$ cat src/rtl/sakebi_pkg.sv
// Shared constants and types for the sakebi FIFO read-side prefetch logic.
package sakebi_pkg;

  localparam int unsigned SAKEBI_RD_BUF_DEPTH = 3;
  localparam int unsigned SAKEBI_RD_PTR_W     = $clog2(SAKEBI_RD_BUF_DEPTH);
  localparam int unsigned SAKEBI_RD_CNT_W     = $clog2(SAKEBI_RD_BUF_DEPTH + 1);

  typedef logic [SAKEBI_RD_PTR_W-1:0] sakebi_ptr_t;
  typedef logic [SAKEBI_RD_CNT_W-1:0] sakebi_cnt_t;
  // One bit wider than the count so count + inflight never overflows.
  typedef logic [SAKEBI_RD_CNT_W:0]   sakebi_occ_t;

  function automatic sakebi_ptr_t sakebi_ptr_inc(input sakebi_ptr_t ptr);
    return (ptr == sakebi_ptr_t'(SAKEBI_RD_BUF_DEPTH - 1)) ? '0 : ptr + sakebi_ptr_t'(1);
  endfunction

endpackage

$ cat src/rtl/sakebi_prefetch_buf.sv
// Small circular prefetch buffer: push/pop, occupancy count and head data.
module sakebi_prefetch_buf
  import sakebi_pkg::*;
#(
  parameter int unsigned DATA_WIDTH = 8
) (
  input  logic                  i_clk,
  input  logic                  i_rstn,
  input  logic                  i_push,
  input  logic [DATA_WIDTH-1:0] i_push_data,
  input  logic                  i_pop,
  output sakebi_cnt_t           o_count,
  output logic                  o_valid,
  output logic [DATA_WIDTH-1:0] o_head_data
);

  logic [DATA_WIDTH-1:0] mem_q [SAKEBI_RD_BUF_DEPTH];
  sakebi_ptr_t           wr_ptr_q, wr_ptr_d;
  sakebi_ptr_t           rd_ptr_q, rd_ptr_d;
  sakebi_cnt_t           count_q, count_d;
  logic                  pop_ok;

  assign pop_ok = i_pop & (count_q != '0);

  always_comb begin
    wr_ptr_d = wr_ptr_q;
    rd_ptr_d = rd_ptr_q;
    count_d  = count_q;
    if (i_push) begin
      wr_ptr_d = sakebi_ptr_inc(wr_ptr_q);
    end
    if (pop_ok) begin
      rd_ptr_d = sakebi_ptr_inc(rd_ptr_q);
    end
    unique case ({i_push, pop_ok})
      2'b10:   count_d = count_q + sakebi_cnt_t'(1);
      2'b01:   count_d = count_q - sakebi_cnt_t'(1);
      default: count_d = count_q;
    endcase
  end

  always_ff @(posedge i_clk) begin
    if (!i_rstn) begin
      wr_ptr_q <= '0;
      rd_ptr_q <= '0;
      count_q  <= '0;
    end else begin
      wr_ptr_q <= wr_ptr_d;
      rd_ptr_q <= rd_ptr_d;
      count_q  <= count_d;
    end
  end

  // Entries are cleared on reset so the head reads 0 until the first push.
  always_ff @(posedge i_clk) begin
    if (!i_rstn) begin
      for (int unsigned i = 0; i < SAKEBI_RD_BUF_DEPTH; i++) begin
        mem_q[i] <= '0;
      end
    end else if (i_push) begin
      mem_q[wr_ptr_q] <= i_push_data;
    end
  end

  assign o_count     = count_q;
  assign o_valid     = (count_q != '0);
  assign o_head_data = mem_q[rd_ptr_q];

endmodule

$ cat src/rtl/sakebi_fifo_reader.sv
// Drains the async FIFO read port into a valid/ready byte stream via a prefetch buffer.
// Define SAKEBI_RD_TLAST_EN to generate o_last every FRAME_LEN beats.
module sakebi_fifo_reader
  import sakebi_pkg::*;
#(
  parameter int unsigned DATA_WIDTH = 8,
  parameter int unsigned FRAME_LEN  = 64
) (
  input  logic                  i_clk,
  input  logic                  i_rstn,
  input  logic                  i_fifo_ready,
  output logic                  o_fifo_rd_en,
  input  logic [DATA_WIDTH-1:0] i_fifo_data,
  output logic                  o_valid,
  input  logic                  i_ready,
  output logic [DATA_WIDTH-1:0] o_data,
  output logic                  o_last
);

  logic        run_q;
  logic        inflight_q;
  sakebi_cnt_t count;
  sakebi_occ_t occupancy;
  logic        pop;

  // Reads still in flight count against capacity, so a stall never overflows.
  assign occupancy    = sakebi_occ_t'(count) + sakebi_occ_t'(inflight_q);
  assign o_fifo_rd_en = run_q & i_fifo_ready & (occupancy < sakebi_occ_t'(SAKEBI_RD_BUF_DEPTH));
  assign pop          = o_valid & i_ready;

  always_ff @(posedge i_clk) begin
    if (!i_rstn) begin
      run_q      <= 1'b0;
      inflight_q <= 1'b0;
    end else begin
      run_q      <= 1'b1;
      inflight_q <= o_fifo_rd_en;
    end
  end

  sakebi_prefetch_buf #(
    .DATA_WIDTH (DATA_WIDTH)
  ) u_buf (
    .i_clk       (i_clk),
    .i_rstn      (i_rstn),
    .i_push      (inflight_q),
    .i_push_data (i_fifo_data),
    .i_pop       (pop),
    .o_count     (count),
    .o_valid     (o_valid),
    .o_head_data (o_data)
  );

`ifdef SAKEBI_RD_TLAST_EN
  localparam int unsigned BeatW = (FRAME_LEN > 1) ? $clog2(FRAME_LEN) : 1;
  localparam logic [BeatW-1:0] BeatMax = BeatW'(FRAME_LEN - 1);

  logic [BeatW-1:0] beat_q, beat_d;

  always_comb begin
    beat_d = beat_q;
    if (pop) begin
      beat_d = (beat_q == BeatMax) ? '0 : beat_q + BeatW'(1);
    end
  end

  always_ff @(posedge i_clk) begin
    if (!i_rstn) begin
      beat_q <= '0;
    end else begin
      beat_q <= beat_d;
    end
  end

  assign o_last = o_valid & (beat_q == BeatMax);
`else
  assign o_last = 1'b0;
`endif

endmodule

$ cat config.mk
export PLATFORM = sky130hd
export DESIGN_NAME = sakebi_fifo_reader
export DESIGN_NICKNAME = d
export VERILOG_FILES = /design/src/rtl/sakebi_pkg.sv /design/src/rtl/sakebi_prefetch_buf.sv /design/src/rtl/sakebi_fifo_reader.sv
export SDC_FILE = /design/constraint.sdc
export NUM_CORES = 1
export LEC_CHECK = 0
export BUFFER_PORTS_ARGS = -buffer_cell sky130_fd_sc_hd__buf_2
export CAP_MARGIN = 5
export CORE_MARGIN = 1
export CORE_UTILIZATION = 45
export CTS_CLUSTER_DIAMETER = 120
export DETAILED_ROUTE_END_ITERATION = 10
export PLACE_DENSITY = 0.62
export SLEW_MARGIN = 40
export SYNTH_ARGS = -nofsm -noshare
export SYNTH_HDL_FRONTEND = slang
export SYNTH_HIERARCHICAL = 1
export SYNTH_SLANG_ARGS = --single-unit
$ cat constraint.sdc
create_clock -name i_clk -period 2.16 [get_ports i_clk]
set_input_delay 0.324 -clock i_clk [delete_from_list [all_inputs] [get_ports i_clk]]
set_output_delay 0.324 -clock i_clk [all_outputs]
set_load 0.05 [all_outputs]
==> impl_metrics.csv <==
group,metric,value,unit
critical_path,crit-reg2reg-launch,"u_buf/o_count[1]",
timing,grt_setup_unrepaired,"false",
synthesis,yosys_warnings,6,
critical_path,regToRegSetupSlack,290,ps
floorplanning,floorplan.io_pins,23,
synthesis,fraction_of_registers_with_async_set_reset,0,%
synthesis,ys.flop_type,"edfxtp_1",
critical_path,critPathKind,"reg2out",
status,outcome,"finished clean",
synthesis,yosysTopAreaCell,"edfxtp_1",
layout,finalCoreUtilization,54.7,%
critical_path,worst_path_max_delay_cell,"dfxtp_1",
layout,area_growth_from_synthesis_to_final_layout,15.2,%
routing,detail_route.first_pass.iterations,4,
timing,setup_total_negative_slack,0,ps
routing,drt-initial-drc-count,33,
timing,final_min_period_over_clock_period,94.2,%
routing,routed_wire_length_per_instance,15.1,µm
timing,worst_slew_pin_slew,582,ps
critical_path,worst-r2r-cell-count,7,
floorplanning,floorplan.die.width,64.7,µm
layout,total_inserted_antenna_cells,0,
clocking,h-tree-depth,2,
synthesis,synth.cell_area,1770,µm²
synthesis,ys_seq_area_share,65.7,%
timing,fmax,492,MHz
pwr,cellInternalPower,1190,µW
critical_path,element_type_at_the_critical_path_end,"output pin",
floorplanning,effective_utilization_at_floorplan,47.5,%
critical_path,critical_path.reg2reg.endpoint,"u_buf/o_count[1]",
routing,postRouteAntennaNets,0,
global_route,globalRouteOverflowTotal,0,
place,io_buffers,21,
pwr,leakage,0.000779,µW
layout,fillCellCount,322,
critical_path,cp_startpoint_kind,"flip-flop",
pwr,ir_drop,0.000383,V
timing,clock-skew-final,6.78,ps
clocking,clockRootBuffer,"clkbuf_8",
min_path,min-delay-path-class,"in2reg",
layout,finalNetCount,161,
critical_path,cell_with_the_most_instances_on_the_worst_path,"ha_1",
synthesis,yosys-top-cells-count,"edfxtp_1 (32), and2_1 (27), dfxtp_1 (10), mux4_2 (8), nand2_1 (6)",
synthesis,ys_seq_elements,42,
critical_path,arrival,1710,ps
clocking,cts_inserted_buffers,5,
synthesis,synth_area_leaders,"edfxtp_1 (54%), dfxtp_1 (11%), mux4_2 (10%), and2_1 (9.6%), ha_1 (2.1%)",
clocking,cts.sinks,42,
timing,final_count_of_pins_violating_max_slew,0,
min_path,hold_start,"i_fifo_data[1]",
place,gp_routability_congestion,0.764,
floorplanning,row_count,22,
clocking,clock_insertion_delay_worst_skew,280,ps
pwr,switchingPower,341,µW
layout,drive_above_1_share,29.9,%
floorplanning,core_region_area,3720,µm²
timing,layout_min_cycle_time,2030,ps
layout,instances_no_fill,195,
floorplanning,die_height,64.7,µm
synthesis,synth-edff-count,32,
global_route,grt_use_total,16.4,%
routing,vias_per_cell,5.04,
critical_path,critical_path_peak_fanout,6,
min_path,worstHoldEndpoint,"u_buf/mem_q[3][1]",
global_route,first_global_vias,1030,
synthesis,synth_cells,118,
critical_path,timing.critical_path.required,1840,ps
synthesis,yosys.cell_count.top_type,"edfxtp_1",
clocking,cts_max_path_buffers,2,
pwr,switching_share,22.2,%
place,place_hpwl,2020,µm
clocking,tritoncts,"done",
pwr,combinational_power_share,8.4,%
min_path,hold_depth,1,
timing,slew-limit-headroom,61.1,%
pwr,p_clk_share,32.7,%
place,dpl.cell_count,187,
run,max_cap_viol_count,0,
floorplanning,die_area,4180,µm²
synthesis,synth_area_per_cell,15.0,µm²
global_route,grt_start_max_net_pins,14,
global_route,global_route_wire_length_before_repair,4750,µm
synthesis,synth.net_count,133,
routing,vias,983,
critical_path,crit_chain,"ha_1 > ha_1 > a21oi_1 > and3_2 > buf_2",
routing,drc_errors,0,
routing,drt-total-wl,2940,µm
pwr,power_density_over_the_cells,753,nW/µm²
timing,final-hold-violation-count,0,
synthesis,synth_largest_type_area_fraction,54.4,%
clocking,cts.reportedPaths.clkPinSlew,80,ps
critical_path,cp_slowest_stage_delay,360,ps
synthesis,synthDistinctLibCells,27,
global_route,grt_antenna_before_repair,0,
timing,finalSetupViolations,0,
pwr,seq_power_share,58.9,%
## registers in the layout, indices dropped and copies added (netlist names), named ones only
name and flops:
run_q 1, u_buf/mem_q 32, inflight_q 1, u_buf/rd_ptr_q 2, u_buf/o_count 2, u_buf/wr_ptr_q 2
## power by group through the flow
stage / sequential (µW) / clock (µW) / combinational, µW
after floorplan: 917 / 0 / 92.5
after global placement: 919 / 0 / 128
after detailed placement: 921 / 0 / 130
after CTS: 902 / 522 / 131
after global routing: 905 / 556 / 138
final: 902 / 502 / 129
## kinds of logic after synthesis
logic type / Yosys count / synth area share [%]
AOI/OAI and AO/OA: 9 / 3.33
and+or+nand+nor: 46 / 15.3
xor gates and xnor gates: 2 / 0.992
other: 1 / 0.212
adders and majority gates: 3 / 2.12
buffers and inverters: 6 / 1.56
muxes: 9 / 10.8
DFF: 42 / 65.7
## cells in the final DEF, fill, tap and decap left out, types with 2 or more instances in the layout
master    instances
a21boi_0          2
a21boi_1          2
and2_1           27
buf_2            21
buf_4             4
clkbuf_8          6
dfxtp_1           9
edfxtp_1         32
ha_1              3
inv_1             2
mux4_2            8
nand2_1           6
nand2b_1          2
nor2_1            4
o21ai_0           3
or3_1             2
xnor2_1           2
## critical path: cells and delay by family (launching register included)
family	cells	cell delay, ps
AO/OA/AOI/OAI	1	140
adder cells (fa/ha/maj)	2	490
buffers and inverters	1	250
flip-flops	1	360
AND/OR/NAND/NOR	1	180
## metrics by stage
| step | total power, µW | worst slack, ps | instance area, µm² | hold WS (ps) |
|---|---|---|---|---|
| floorplan | 1010 | 227 | 1770 | 352 |
| global placement | 1050 | 381 | 1940 | 470 |
| detailed placement | 1050 | 297 | 1940 | 487 |
| CTS | 1550 | 86.5 | 2030 | 230 |
| global route | 1600 | 28.9 | 2030 | 227 |
| finish | 1530 | 126 | 2030 | 240 |
## worst max path at each step
stage / from / endpoint / slack, ps / cells after the start
after CTS: u_buf/o_count[0] / o_fifo_rd_en / 90 / 5
after detailed placement: u_buf/o_count[0] / u_buf/o_count[1] / 300 / 7
after global routing: inflight_q / o_fifo_rd_en / 30 / 5
after global placement: u_buf/o_count[0] / u_buf/o_count[1] / 380 / 7
final: inflight_q / o_fifo_rd_en / 130 / 5
after floorplan: u_buf/o_count[0] / u_buf/o_count[1] / 230 / 7
## timing repair
action | CTS | global route
gates resized for setup | 0 | 1
buffers inserted | 0 | 0
hold buffers | 0 | 0
hold endpoints to repair | 0 | 0
setup endpoints to repair | 0 | 1
## routing by layer
metal  vias to the layer above  part of all wire [%]  routed length, µm  global-route usage, %
met2                        19                    51               1490                   26.6
met3                         5                   3.7                109                   4.93
met4                         0                   1.1                 32                   7.50
met5                         -                     0                  0                      0
li1                        479                     -                  -                      -
met1                       480                    44               1310                   20.2
## cell type report
type / count / area, µm² / share of cell area, %
multi-input combinational: 70 / 578 / 28.4
sequential: 42 / 1160 / 57.1
tap: 48 / 60.1 / 2.95
timing repair buffer: 25 / 135 / 6.64
clock inverter: 1 / 5.00 / 0.246
inverter: 2 / 7.51 / 0.369
clock buffer: 7 / 86.3 / 4.24
Power figures use the tool's default switching activity.
